**src/rtl/accelerator_dnc_pkg.sv**
```systemverilog
// rtl/accelerator_dnc_pkg.sv - shared FSM encoding and constants for the key read sequencer
package accelerator_dnc_pkg;

   typedef enum logic [2:0] {
      ST_IDLE  = 3'd0,
      ST_FETCH = 3'd1,
      ST_WAIT  = 3'd2,
      ST_ISSUE = 3'd3,
      ST_DONE  = 3'd4
   } seq_state_t;

   localparam logic CTRL_ZERO = 1'b0;
   localparam logic CTRL_ONE  = 1'b1;
   localparam int   DATA_ZERO = 0;
   localparam int   DATA_ONE  = 1;

endpackage

```
**src/rtl/accelerator_index_counter_2d.sv**
```systemverilog
// rtl/accelerator_index_counter_2d.sv - nested head/word counter, k inner, wraps to 0,0 after the last element
module accelerator_index_counter_2d
   import accelerator_dnc_pkg::*;
#(
   parameter int CONTROL_SIZE = 64
) (
   input  logic                    clk,
   input  logic                    rst,
   input  logic                    clear,
   input  logic                    advance,
   input  logic [CONTROL_SIZE-1:0] r_max,
   input  logic [CONTROL_SIZE-1:0] w_max,
   output logic [CONTROL_SIZE-1:0] i,
   output logic [CONTROL_SIZE-1:0] k,
   output logic                    last
);

   logic [CONTROL_SIZE-1:0] i_q, i_d;
   logic [CONTROL_SIZE-1:0] k_q, k_d;
   logic                    k_wrap;
   logic                    i_wrap;

   always_comb begin
      k_wrap = (k_q == w_max);
      i_wrap = (i_q == r_max);
      i_d    = i_q;
      k_d    = k_q;
      if (clear) begin
         i_d = CONTROL_SIZE'(DATA_ZERO);
         k_d = CONTROL_SIZE'(DATA_ZERO);
      end else if (advance) begin
         if (!k_wrap) begin
            k_d = k_q + CONTROL_SIZE'(DATA_ONE);
         end else begin
            k_d = CONTROL_SIZE'(DATA_ZERO);
            i_d = i_wrap ? CONTROL_SIZE'(DATA_ZERO) : i_q + CONTROL_SIZE'(DATA_ONE);
         end
      end
   end

   always_ff @(posedge clk or posedge rst) begin
      if (rst) begin
         i_q <= CONTROL_SIZE'(DATA_ZERO);
         k_q <= CONTROL_SIZE'(DATA_ZERO);
      end else begin
         i_q <= i_d;
         k_q <= k_d;
      end
   end

   assign i    = i_q;
   assign k    = k_q;
   assign last = k_wrap & i_wrap;

endmodule

```
**src/rtl/accelerator_read_keys_sequencer.sv**
```systemverilog
// rtl/accelerator_read_keys_sequencer.sv - streams an R x W key block from key memory to the downstream key stage
module accelerator_read_keys_sequencer
   import accelerator_dnc_pkg::*;
#(
   parameter int DATA_SIZE    = 64,
   parameter int CONTROL_SIZE = 64
) (
   input  logic                    CLK,
   input  logic                    RST,
   input  logic                    START,
   input  logic                    ABORT,
   output logic                    READY,
   output logic                    ERROR,
   input  logic [DATA_SIZE-1:0]    SIZE_R_IN,
   input  logic [DATA_SIZE-1:0]    SIZE_W_IN,
   output logic                    KEY_RD_EN,
   output logic [CONTROL_SIZE-1:0] KEY_ADDR_I,
   output logic [CONTROL_SIZE-1:0] KEY_ADDR_K,
   input  logic [DATA_SIZE-1:0]    KEY_RD_DATA,
   input  logic                    DS_BUSY,
   output logic [DATA_SIZE-1:0]    K_OUT,
   output logic                    K_OUT_I_ENABLE,
   output logic                    K_OUT_K_ENABLE
);

   seq_state_t              state_q, state_d;
   logic [CONTROL_SIZE-1:0] r_max_q, r_max_d;
   logic [CONTROL_SIZE-1:0] w_max_q, w_max_d;
   logic [CONTROL_SIZE-1:0] addr_i_q, addr_i_d;
   logic [CONTROL_SIZE-1:0] addr_k_q, addr_k_d;
   logic [DATA_SIZE-1:0]    elem_q, elem_d;
   logic [DATA_SIZE-1:0]    k_out_q, k_out_d;
   logic                    rd_en_q, rd_en_d;
   logic                    ready_q, ready_d;
   logic                    error_q, error_d;
   logic                    k_en_q, k_en_d;
   logic                    i_en_q, i_en_d;
   logic                    last_q, last_d;
   logic                    cnt_clear, cnt_advance;
   logic [CONTROL_SIZE-1:0] cnt_i, cnt_k;
   logic                    cnt_last;
   logic                    sizes_ok;

   accelerator_index_counter_2d #(
      .CONTROL_SIZE(CONTROL_SIZE)
   ) u_index (
      .clk    (CLK),
      .rst    (RST),
      .clear  (cnt_clear),
      .advance(cnt_advance),
      .r_max  (r_max_q),
      .w_max  (w_max_q),
      .i      (cnt_i),
      .k      (cnt_k),
      .last   (cnt_last)
   );

   assign sizes_ok = (SIZE_R_IN != DATA_SIZE'(DATA_ZERO)) && (SIZE_W_IN != DATA_SIZE'(DATA_ZERO));

   // Strobes are launched on the edge leaving WAIT (or a stalled ISSUE), so the
   // element is visible during ISSUE; the counter moves on at launch, and the
   // last flag is kept so ISSUE knows whether to finish or fetch again.
   always_comb begin
      state_d     = state_q;
      r_max_d     = r_max_q;
      w_max_d     = w_max_q;
      addr_i_d    = addr_i_q;
      addr_k_d    = addr_k_q;
      elem_d      = elem_q;
      k_out_d     = k_out_q;
      rd_en_d     = CTRL_ZERO;
      ready_d     = CTRL_ZERO;
      error_d     = CTRL_ZERO;
      k_en_d      = CTRL_ZERO;
      i_en_d      = CTRL_ZERO;
      last_d      = last_q;
      cnt_clear   = CTRL_ZERO;
      cnt_advance = CTRL_ZERO;

      if (ABORT && (state_q != ST_IDLE)) begin
         state_d   = ST_IDLE;
         cnt_clear = CTRL_ONE;
      end else begin
         case (state_q)
            ST_IDLE: begin
               if (START) begin
                  if (sizes_ok) begin
                     r_max_d   = CONTROL_SIZE'(SIZE_R_IN) - CONTROL_SIZE'(DATA_ONE);
                     w_max_d   = CONTROL_SIZE'(SIZE_W_IN) - CONTROL_SIZE'(DATA_ONE);
                     cnt_clear = CTRL_ONE;
                     rd_en_d   = CTRL_ONE;
                     addr_i_d  = CONTROL_SIZE'(DATA_ZERO);
                     addr_k_d  = CONTROL_SIZE'(DATA_ZERO);
                     state_d   = ST_FETCH;
                  end else begin
                     error_d = CTRL_ONE;
                  end
               end
            end
            ST_FETCH: state_d = ST_WAIT;
            ST_WAIT: begin
               elem_d  = KEY_RD_DATA;
               state_d = ST_ISSUE;
               if (!DS_BUSY) begin
                  k_out_d     = KEY_RD_DATA;
                  k_en_d      = CTRL_ONE;
                  i_en_d      = (cnt_k == CONTROL_SIZE'(DATA_ZERO));
                  last_d      = cnt_last;
                  cnt_advance = CTRL_ONE;
               end
            end
            ST_ISSUE: begin
               if (k_en_q) begin
                  if (last_q) begin
                     state_d = ST_DONE;
                     ready_d = CTRL_ONE;
                  end else begin
                     state_d  = ST_FETCH;
                     rd_en_d  = CTRL_ONE;
                     addr_i_d = cnt_i;
                     addr_k_d = cnt_k;
                  end
               end else if (!DS_BUSY) begin
                  k_out_d     = elem_q;
                  k_en_d      = CTRL_ONE;
                  i_en_d      = (cnt_k == CONTROL_SIZE'(DATA_ZERO));
                  last_d      = cnt_last;
                  cnt_advance = CTRL_ONE;
               end
            end
            ST_DONE: state_d = ST_IDLE;
            default: state_d = ST_IDLE;
         endcase
      end
   end

   always_ff @(posedge CLK or posedge RST) begin
      if (RST) begin
         state_q  <= ST_IDLE;
         r_max_q  <= CONTROL_SIZE'(DATA_ZERO);
         w_max_q  <= CONTROL_SIZE'(DATA_ZERO);
         addr_i_q <= CONTROL_SIZE'(DATA_ZERO);
         addr_k_q <= CONTROL_SIZE'(DATA_ZERO);
         elem_q   <= DATA_SIZE'(DATA_ZERO);
         k_out_q  <= DATA_SIZE'(DATA_ZERO);
         rd_en_q  <= CTRL_ZERO;
         ready_q  <= CTRL_ZERO;
         error_q  <= CTRL_ZERO;
         k_en_q   <= CTRL_ZERO;
         i_en_q   <= CTRL_ZERO;
         last_q   <= CTRL_ZERO;
      end else begin
         state_q  <= state_d;
         r_max_q  <= r_max_d;
         w_max_q  <= w_max_d;
         addr_i_q <= addr_i_d;
         addr_k_q <= addr_k_d;
         elem_q   <= elem_d;
         k_out_q  <= k_out_d;
         rd_en_q  <= rd_en_d;
         ready_q  <= ready_d;
         error_q  <= error_d;
         k_en_q   <= k_en_d;
         i_en_q   <= i_en_d;
         last_q   <= last_d;
      end
   end

   assign READY          = ready_q;
   assign ERROR          = error_q;
   assign KEY_RD_EN      = rd_en_q;
   assign KEY_ADDR_I     = addr_i_q;
   assign KEY_ADDR_K     = addr_k_q;
   assign K_OUT          = k_out_q;
   assign K_OUT_I_ENABLE = i_en_q;
   assign K_OUT_K_ENABLE = k_en_q;

endmodule
```
**config.mk**
```make
export PLATFORM = sky130hd
export DESIGN_NAME = accelerator_read_keys_sequencer
export DESIGN_NICKNAME = d
export VERILOG_FILES = /design/src/rtl/accelerator_dnc_pkg.sv /design/src/rtl/accelerator_index_counter_2d.sv /design/src/rtl/accelerator_read_keys_sequencer.sv
export SDC_FILE = /design/constraint.sdc
export NUM_CORES = 1
export LEC_CHECK = 0
export ABC_CLOCK_PERIOD_IN_PS = 39800
export CORE_MARGIN = 2
export CORE_UTILIZATION = 40
export DETAILED_ROUTE_END_ITERATION = 12
export SLEW_MARGIN = 20
export SYNTH_ARGS = -nofsm -noshare
export SYNTH_HDL_FRONTEND = slang
export SYNTH_SLANG_ARGS = --single-unit
export TNS_END_PERCENT = 1
```
**constraint.sdc**
```tcl
create_clock -name CLK -period 39.8 [get_ports CLK]
set_input_delay 3.98 -clock CLK [delete_from_list [all_inputs] [get_ports CLK]]
set_output_delay 3.98 -clock CLK [all_outputs]
set_load 0.02 [all_outputs]
```
Word-level counts from Yosys, hierarchy flattened
Cells that the tools add are included.
{ "word_totals": {"reg_bits": 521, "input_bits": 197, "output_inout_bits": 197, "word_cells": 106} }
{ "classes": {"add_sub_neg": 4, "n_eq_ne": 15, "muxes": 52, "n_bitwise": 2, "reduce_logical": 18} }
{ "op_table": {"columns": ["op", "count"], "rows": [
  ["two-way mux 64 bit", 16],
  ["case mux 64 bit (2 select lines)", 3],
  ["adder 64 x 1 -> 64 bit (second input constant)", 2],
  ["== test 64 bit", 2],
  ["nonzero test 64 bit", 2],
  ["subtractor 64 x 1 -> 64 bit (second input constant)", 2],
  ["zero test 64 bit", 1],
  ["two-way mux 1 bit", 23],
  ["two-way mux 3 bit", 5],
  ["!= test 2 bit (second input constant)", 7],
  ["case mux 3 bit (4 select lines)", 1],
  ["!= test 3 bit (second input constant)", 3],
  ["case mux 1 bit (2 select lines)", 4],
  ["nonzero test 2 bit", 4],
  ["== test 3 x 2 -> 1 bit (second input constant)", 2],
  ["AND reduction 3 bit", 2],
  ["AND reduction 6 bit", 1],
  ["AND reduction 5 bit", 1],
  ["AND reduction 2 bit", 2],
  ["AND reduction 4 bit", 1],
  ["== test 3 x 1 -> 1 bit (second input constant)", 1],
  ["zero test 3 bit", 1],
  ["nonzero test 3 bit", 1],
  ["logical AND 1 bit", 2],
  ["2 further kinds", 2]
]} }

Logic depth before layout (Yosys ltp)
Gate-level depths: netlist of the first run.
{ "logic_depth": {"word_depth": 8, "ltp_mapped": 14, "mapped_depth_nobuf": 9} }

Hierarchy
Synthesis of the first run repeated with hierarchy kept, for this count alone.
{ "hier_totals": {"cells_unflattened": 2882, "hier_area_um2": 26799.5} }
{ "modules_own_cells": {"columns": ["module", "n_inst", "cells_each", "area_each_um2", "seq_area_each_um2"], "rows": [
  ["accelerator_read_keys_sequencer", 1, 1839, 17870.9, 9834.4],
  ["accelerator_index_counter_2d", 1, 1043, 8928.6, 3203.1]
]} }

Least setup slack after synthesis of the first run
No wires, ideal clock.
{ "synth_timing": {"kind": "input -> register", "start": "input port SIZE_R_IN[42]", "end": "register addr_k_q[10] (netlist: KEY_ADDR_K[10])", "setup_ps": 124, "arrival_time_ps": 6817, "t_required_ps": 39676, "setup_slack_ps": 32859, "path_stages": 13, "path_buffers": 6, "path_cell_list": "or4_4 > or3_1 > or3_1 > buf_2 > or4_1 > buf_2 > and3_1 > buf_2 > a31o_1 > clkbuf_1 > buf_6 > buf_6 > mux2i_1"} }
{ "synth_via": {"elab_chain_len": 4} }
{ "synth_lines": {"columns": ["element", "line", "text"], "rows": [
  ["from (decl)", "accelerator_read_keys_sequencer.sv:14", "input logic [DATA_SIZE-1:0] SIZE_R_IN,"],
  ["nonzero test 64 bit", "accelerator_read_keys_sequencer.sv:58", "assign sizes_ok = (SIZE_R_IN != DATA_SIZE'(DATA_ZERO)) && (SIZE_W_IN != DATA_SIZE'(DATA_ZERO));"],
  ["logical AND 1 bit", "accelerator_read_keys_sequencer.sv:58", null],
  ["!= test 2 bit (no source line)", null, null],
  ["AND reduction 6 bit (no source line)", null, null],
  ["to (signal assigned)", "accelerator_read_keys_sequencer.sv:143", "addr_k_q <= CONTROL_SIZE'(DATA_ZERO);"],
  ["to (signal assigned)", "accelerator_read_keys_sequencer.sv:157", "addr_k_q <= addr_k_d;"],
  ["to (decl)", "accelerator_read_keys_sequencer.sv:30", "logic [CONTROL_SIZE-1:0] addr_k_q, addr_k_d;"]
]} }
No other way between the ends.
A chain may end at the register's enable or synchronous reset.

Final worst setup path of the first run
{ "layout_timing": {"start": "input port SIZE_W_IN[33]", "end": "register addr_i_q[31] (netlist: KEY_ADDR_I[31])"} }
{ "layout_via": {"elab_chain_len": 4} }
{ "layout_lines": {"columns": ["element", "line", "text"], "rows": [
  ["from (decl)", "accelerator_read_keys_sequencer.sv:15", "input logic [DATA_SIZE-1:0] SIZE_W_IN,"],
  ["nonzero test 64 bit", "accelerator_read_keys_sequencer.sv:58", null],
  ["logical AND 1 bit", "accelerator_read_keys_sequencer.sv:58", null],
  ["!= test 2 bit (no source line)", null, null],
  ["AND reduction 6 bit (no source line)", null, null],
  ["to (signal assigned)", "accelerator_read_keys_sequencer.sv:142", "addr_i_q <= CONTROL_SIZE'(DATA_ZERO);"],
  ["to (signal assigned)", "accelerator_read_keys_sequencer.sv:156", "addr_i_q <= addr_i_d;"],
  ["to (decl)", "accelerator_read_keys_sequencer.sv:29", "logic [CONTROL_SIZE-1:0] addr_i_q, addr_i_d;"]
]} }
No other way between the ends.

==> impl_metrics.json, run 1 <==
{
  "status": "complete, no violations",
  "fin_tns_setup_ns": 0,
  "crit_path_end_kind": "flip-flop",
  "seq_area_um2": 13000,
  "drtPass1Iterations": 6,
  "io_buffers": 393,
  "period_needed_ns": 8.26,
  "async_flop_share": 1.00,
  "ys_types": 61,
  "peakVddDrop_v": 0.0000410,
  "floorplan.initialDensity": 0.403,
  "drc": 0,
  "internal-power_uw": 1100,
  "crit_type": "in -> reg",
  "power_frac_clock": 0.351,
  "cts_resized": 0,
  "yosys_most_used_dff": "dfrtp_1",
  "maxSlewViolCount": 0,
  "wl_per_cell_um": 22.5,
  "startpoint": "SIZE_W_IN[33]",
  "p_sw_uw": 473,
  "die_h_um": 267,
  "cp-start-kind": "input pin",
  "timing.rr.end": "KEY_ADDR_I[31]",
  "clock_latency_ns": 0.63,
  "multi_input_area_um2": 13200,
  "period_share": 0.207,
  "layout_common_cells": "521 x dfrtp_1, 393 x clkdlybuf4s50_1, 293 x nand2_1",
  "grt_pass1_wl_um": 143000,
  "finalClockSkew_ns": 0.0173,
  "cts_hold_buf": 0,
  "synthCells": 2951,
  "setup_violations": 0,
  "die_w_um": 267,
  "cts_buffer_depth": 3,
  "post_cts_buffers": 0,
  "cp_data_arrival_time_ns": 8.72,
  "pre_cts_slack_ns": 30.82,
  "fin_ws_ns": 31.54,
  "drt_iter0_drc": 2050,
  "overflow": 0,
  "num_io_pins": 394,
  "ys_ff_latch": 521,
  "clock_tree.root_cell": "clkbuf_16",
  "slew_headroom": 0.294,
  "switching_share": 0.300,
  "cts.sink_count": 521,
  "placeableCoreArea_um2": 68500,
  "routed_wl_um": 93300,
  "vias": 23500,
  "grt_max_degree": 132,
  "dpl.hpwl_um": 66900,
  "syn_nets": 3153,
  "netlist_area_um2": 27600,
  "yosys_warnings": 0,
  "synth_edf_count": 0,
  "cts_htree_levels": 2,
  "power.leakage_uw": 0.0130,
  "cap_violations": 0,
  "cts_tree": "yes",
  "worst_ep_required_time_ns": 40.26,
  "antenna_found_initial": 9,
  "hold_path_depth": 2,
  "std_cell_rows": 96,
  "path_clk_slew_ns": 0.06,
  "rsz0062_at_grt": "false",
  "track_usage": 0.260,
  "pwr-share-comb": 0.207,
  "grt_pass1_vias": 23400,
  "hp-class": "reg -> reg",
  "mostFrequentLayoutCell": "dfrtp_1",
  "n_fill_cell": 6392,
  "crit_path_end": "KEY_ADDR_I[31]",
  "gp_congestion": 0.919,
  "numCtsBuffers": 58,
  "regToRegSetupSlack_ns": 35.57,
  "hold_viol": 0,
  "avgViaCountPerCell": 5.66,
  "reg2reg_depth": 7,
  "cp_max_fo": 58,
  "layout-drive-gt1-share": 0.0687,
  "avgSynthCellArea_um2": 9.36,
  "area_growth_pct": 23.2,
  "dieArea_um2": 71200,
  "seq_area_frac_synth": 0.472,
  "pwr-share-seq": 0.442,
  "ant_nets": 0,
  "fmax_mhz": 121,
  "worstReg2RegStart": "state_q[0]",
  "nets": 3414,
  "worst_pin_slew_ns": 1.06,
  "power_density_nw_per_um2": 46.3
}
[cell usage after synthesis (all sizes together), types with 65 or more instances]
| cell | n | area (um2) |
|---|---|---|
| xnor2 | 79 | 692 |
| nor4 | 106 | 669 |
| o21ai | 140 | 701 |
| mux2i | 206 | 2060 |
| mux2 | 69 | 777 |
| xor2 | 164 | 1440 |
| nand3 | 77 | 385 |
| nand2 | 294 | 1100 |
| nand4 | 66 | 413 |
| inv | 148 | 556 |
| nor2 | 241 | 905 |
| clkbuf | 193 | 724 |
| dfrtp | 521 | 13000 |
| nor3 | 65 | 325 |
| a21oi | 188 | 941 |
[registers in the layout, summed over array words and instances (netlist names)]
signal          flops
KEY_ADDR_I         64
K_OUT              64
w_max_q            64
K_OUT_I_ENABLE      1
last_q              1
KEY_RD_EN           1
u_index.k          64
u_index.i          64
READY               1
ERROR               1
state_q             3
elem_q             64
r_max_q            64
KEY_ADDR_K         64
K_OUT_K_ENABLE      1
[power by group through the flow]
stage	Combinational (uW)	Clock [uW]	Sequential (uW)
after CTS	329	566	696
final	326	554	697
after detailed placement	327	0	703
after global routing	358	588	708
after floorplan	174	0	712
after global placement	321	0	699
[logic make-up (layout without fill, tap and decap cells)]
logic type	after synthesis	count (layout)	share of synthesized area
AO/OA/AOI/OAI	477	477	0.100
XOR/XNOR	243	243	0.0771
adder cells (fa/ha/maj)	5	5	0.00226
buffers and inverters	366	676	0.0535
flip-flops	521	521	0.472
multiplexers	275	275	0.103
other	0	3	0
AND/OR/NAND/NOR	1064	1064	0.192
[worst min-delay path by stage]
stage | slack (ns) | startpoint | endpoint
floorplan | 0.47 | state_q[1] | state_q[1]
global placement | 0.46 | K_OUT[56] | K_OUT[56]
detailed placement | 0.47 | K_OUT[1] | K_OUT[1]
CTS | 0.49 | K_OUT[1] | K_OUT[1]
global route | 0.51 | K_OUT[28] | K_OUT[28]
finish | 0.48 | K_OUT[61] | K_OUT[61]
[stage by stage]
stage | hold slack (ns) | instances | instance area, um2 | power, uW | util
after floorplan | 0.473 | 2951 | 27600 | 887 | -
after global placement | 0.463 | 4034 | 32000 | 1020 | 0.468
after detailed placement | 0.474 | 4034 | 32000 | 1030 | 0.468
after CTS | 0.487 | 4143 | 34000 | 1590 | 0.497
after global routing | 0.509 | 4144 | 34000 | 1650 | 0.497
final | 0.483 | 4146 | 34000 | 1580 | 0.497
[layout make-up]
class,instances,area share
multi-input cells,2064,0.388
flip-flops and latches,521,0.383
repair buffers,418,0.121
clock buffers,87,0.0524
well taps,882,0.0324
inverters,149,0.0167
clock inverters,22,0.00559
diodes,3,0.000221
[worst max-delay path: stages]
cell and delay [ns]:
clkdlybuf4s50_1 0.47, or4_1 0.59, nor3_1 0.32, nor4b_1 0.62, nand4_1 0.52, and3_4 0.53
a31o_4 0.42, buf_4 0.40, buf_4 0.52, mux2i_1 0.23
[metal layers]
layer | vias up | global-route usage | wire length [um]
met4 | 10 | 0.0623 | 1840
met5 | - | 0 | 64
li1 | 10800 | - | -
met1 | 11600 | 0.362 | 40900
met3 | 137 | 0.0719 | 8680
met2 | 955 | 0.401 | 41800
(Power assumes the default switching activity.)
==> run 2, diff against run 1 <==
--- a/config.mk
+++ b/config.mk
@@ -5,7 +5,7 @@
 export SDC_FILE = /design/constraint.sdc
 export NUM_CORES = 1
 export LEC_CHECK = 0
-export ABC_CLOCK_PERIOD_IN_PS = 39800
+export ABC_CLOCK_PERIOD_IN_PS = 7100
 export CORE_MARGIN = 2
 export CORE_UTILIZATION = 40
 export DETAILED_ROUTE_END_ITERATION = 12
==> constraint.sdc (replaced) <==
create_clock -name CLK -period 7.1 [get_ports CLK]
set_input_delay 0.71 -clock CLK [delete_from_list [all_inputs] [get_ports CLK]]
set_output_delay 0.71 -clock CLK [all_outputs]
set_load 0.02 [all_outputs]
==> run 2 against run 1 <==
Net effect:
- sequential cell count unchanged
- cell count is the same
- wire length shrank 1.8%
- power rose to 5.7 times the previous value
- non-clock buffer count rose by 1
- worst setup slack got worse by 29 ns
- via count rose by 0.94%
- largest cell class unchanged
==> impl_metrics.json, run 2 (synthesis gave the netlist of run 1 again) <==
{
  "drc": 0,
  "layout-drive-gt1-share": 0.0669,
  "io_buffers": 393,
  "routed-wl-met2_um": 40900,
  "final_area_um2": 34100,
  "period_needed_ns": 4.72,
  "cts.sink_count": 521,
  "maxSlewViolCount": 0,
  "clock_tree.root_cell": "clkbuf_16",
  "cap_violations": 0,
  "mostFrequentLayoutCell": "dfrtp_1",
  "num_io_pins": 394,
  "routed_wl_um": 91600,
  "placeableCoreArea_um2": 68500,
  "drtPass1Iterations": 6,
  "nets": 3416,
  "std_cell_rows": 96,
  "path_clk_slew_ns": 0.06,
  "post-route-util": 0.499,
  "setup_violations": 0,
  "n_fill_cell": 6273,
  "highest_layer": "met5",
  "wl_per_cell_um": 22.1,
  "cp_data_arrival_time_ns": 5.19,
  "post_cts_buffers": 0,
  "status": "complete, no violations",
  "track_usage": 0.256,
  "fin_tns_setup_ns": 0,
  "worst_ep_required_time_ns": 7.56,
  "vias": 23700,
  "crit_path_end_kind": "flip-flop",
  "floorplan.initialDensity": 0.403,
  "cp_max_fo": 107,
  "antenna_found_initial": 11,
  "power_density_nw_per_um2": 263,
  "cts_hold_buf": 0,
  "cts_resized": 0,
  "cts_htree_levels": 2,
  "hp-class": "reg -> reg",
  "avgViaCountPerCell": 5.71,
  "dpl.hpwl_um": 65700,
  "m1WireLength_um": 39600,
  "overflow": 0,
  "ant_nets": 0,
  "grt_pass1_vias": 23500,
  "die_h_um": 267,
  "worst_pin_slew_ns": 1.12,
  "dieArea_um2": 71200,
  "cp-start-kind": "input pin",
  "peakVddDrop_v": 0.000230,
  "drt_iter0_drc": 2433,
  "rsz0062_at_grt": "false",
  "slew_headroom": 0.254,
  "area_growth_pct": 23.6,
  "cts_tree": "yes",
  "placed_area_um2": 32100,
  "clock_latency_ns": 0.63,
  "hold_viol": 0,
  "whs_ns": 0.480,
  "total_power_uw": 8960,
  "layout_common_cells": "521 x dfrtp_1, 393 x clkdlybuf4s50_1, 293 x nand2_1",
  "gp_congestion": 0.937,
  "period_share": 0.665,
  "wl_met3_um": 9360,
  "finalClockSkew_ns": 0.0202,
  "power.leakage_uw": 0.0131,
  "die_w_um": 267,
  "fmax_mhz": 212,
  "numCtsBuffers": 59,
  "cts_buffer_depth": 3,
  "grt_pass1_wl_um": 142000,
  "crit_type": "in -> reg",
  "grt_max_degree": 159
}
==> run 2: critical path, stage by stage <==
cell	delay [ns]
clkdlybuf4s50_1	0.47
or4_1	0.60
nor3_1	0.30
nor4b_1	0.61
nand4_1	0.56
and3_4	0.61
buf_4	0.55
buf_4	0.46
nor2_1	0.19
a21oi_1	0.06
==> run 2: stage by stage <==
step                setup slack (ns)  instances
floorplan                     -0.688       2951
global placement                1.99       4035
detailed placement              1.87       4035
CTS                             2.50       4143
global route                    1.90       4145
finish                          2.38       4146
==> run 2: routing by layer <==
| layer | global-route usage | up-vias |
|---|---|---|
| met2 | 0.391 | 990 |
| met4 | 0.0527 | 14 |
| li1 | - | 10800 |
| met1 | 0.357 | 11700 |
| met5 | 0 | - |
| met3 | 0.0781 | 158 |
==> run 2: path summary, 6_finish.rpt <==
check / start / to / slack [ns] / cells after the start
setup / recovery: SIZE_W_IN[33] / r_max_q[41] / 2.38 / 10
hold / removal: K_OUT[2] / K_OUT[2] / 0.48 / 2
setup reg to reg: u_index.k[54] / u_index.i[49] / 2.96 / 8
hold reg to reg: K_OUT[2] / K_OUT[2] / 0.48 / 2
max in group asynchronous: RST / elem_q[17] / 5.02 / 3
min in group asynchronous: RST / u_index.i[6] / 0.62 / 2
==> run 2: layout make-up <==
type / instances / area, um2 / share of cell area
multi-input combinational: 2064 / 13200 / 0.386
sequential: 521 / 13000 / 0.382
timing repair buffer: 419 / 4180 / 0.123
clock buffer: 89 / 1790 / 0.0525
tap: 882 / 1100 / 0.0323
inverter: 149 / 563 / 0.0165
clock inverter: 19 / 277 / 0.00810
antenna: 3 / 7.51 / 0.000220
==> run 2: report_power, final <==
group	switching, uW	internal (uW)
Combinational	982	845
Sequential	386	3510
Clock	1260	1980
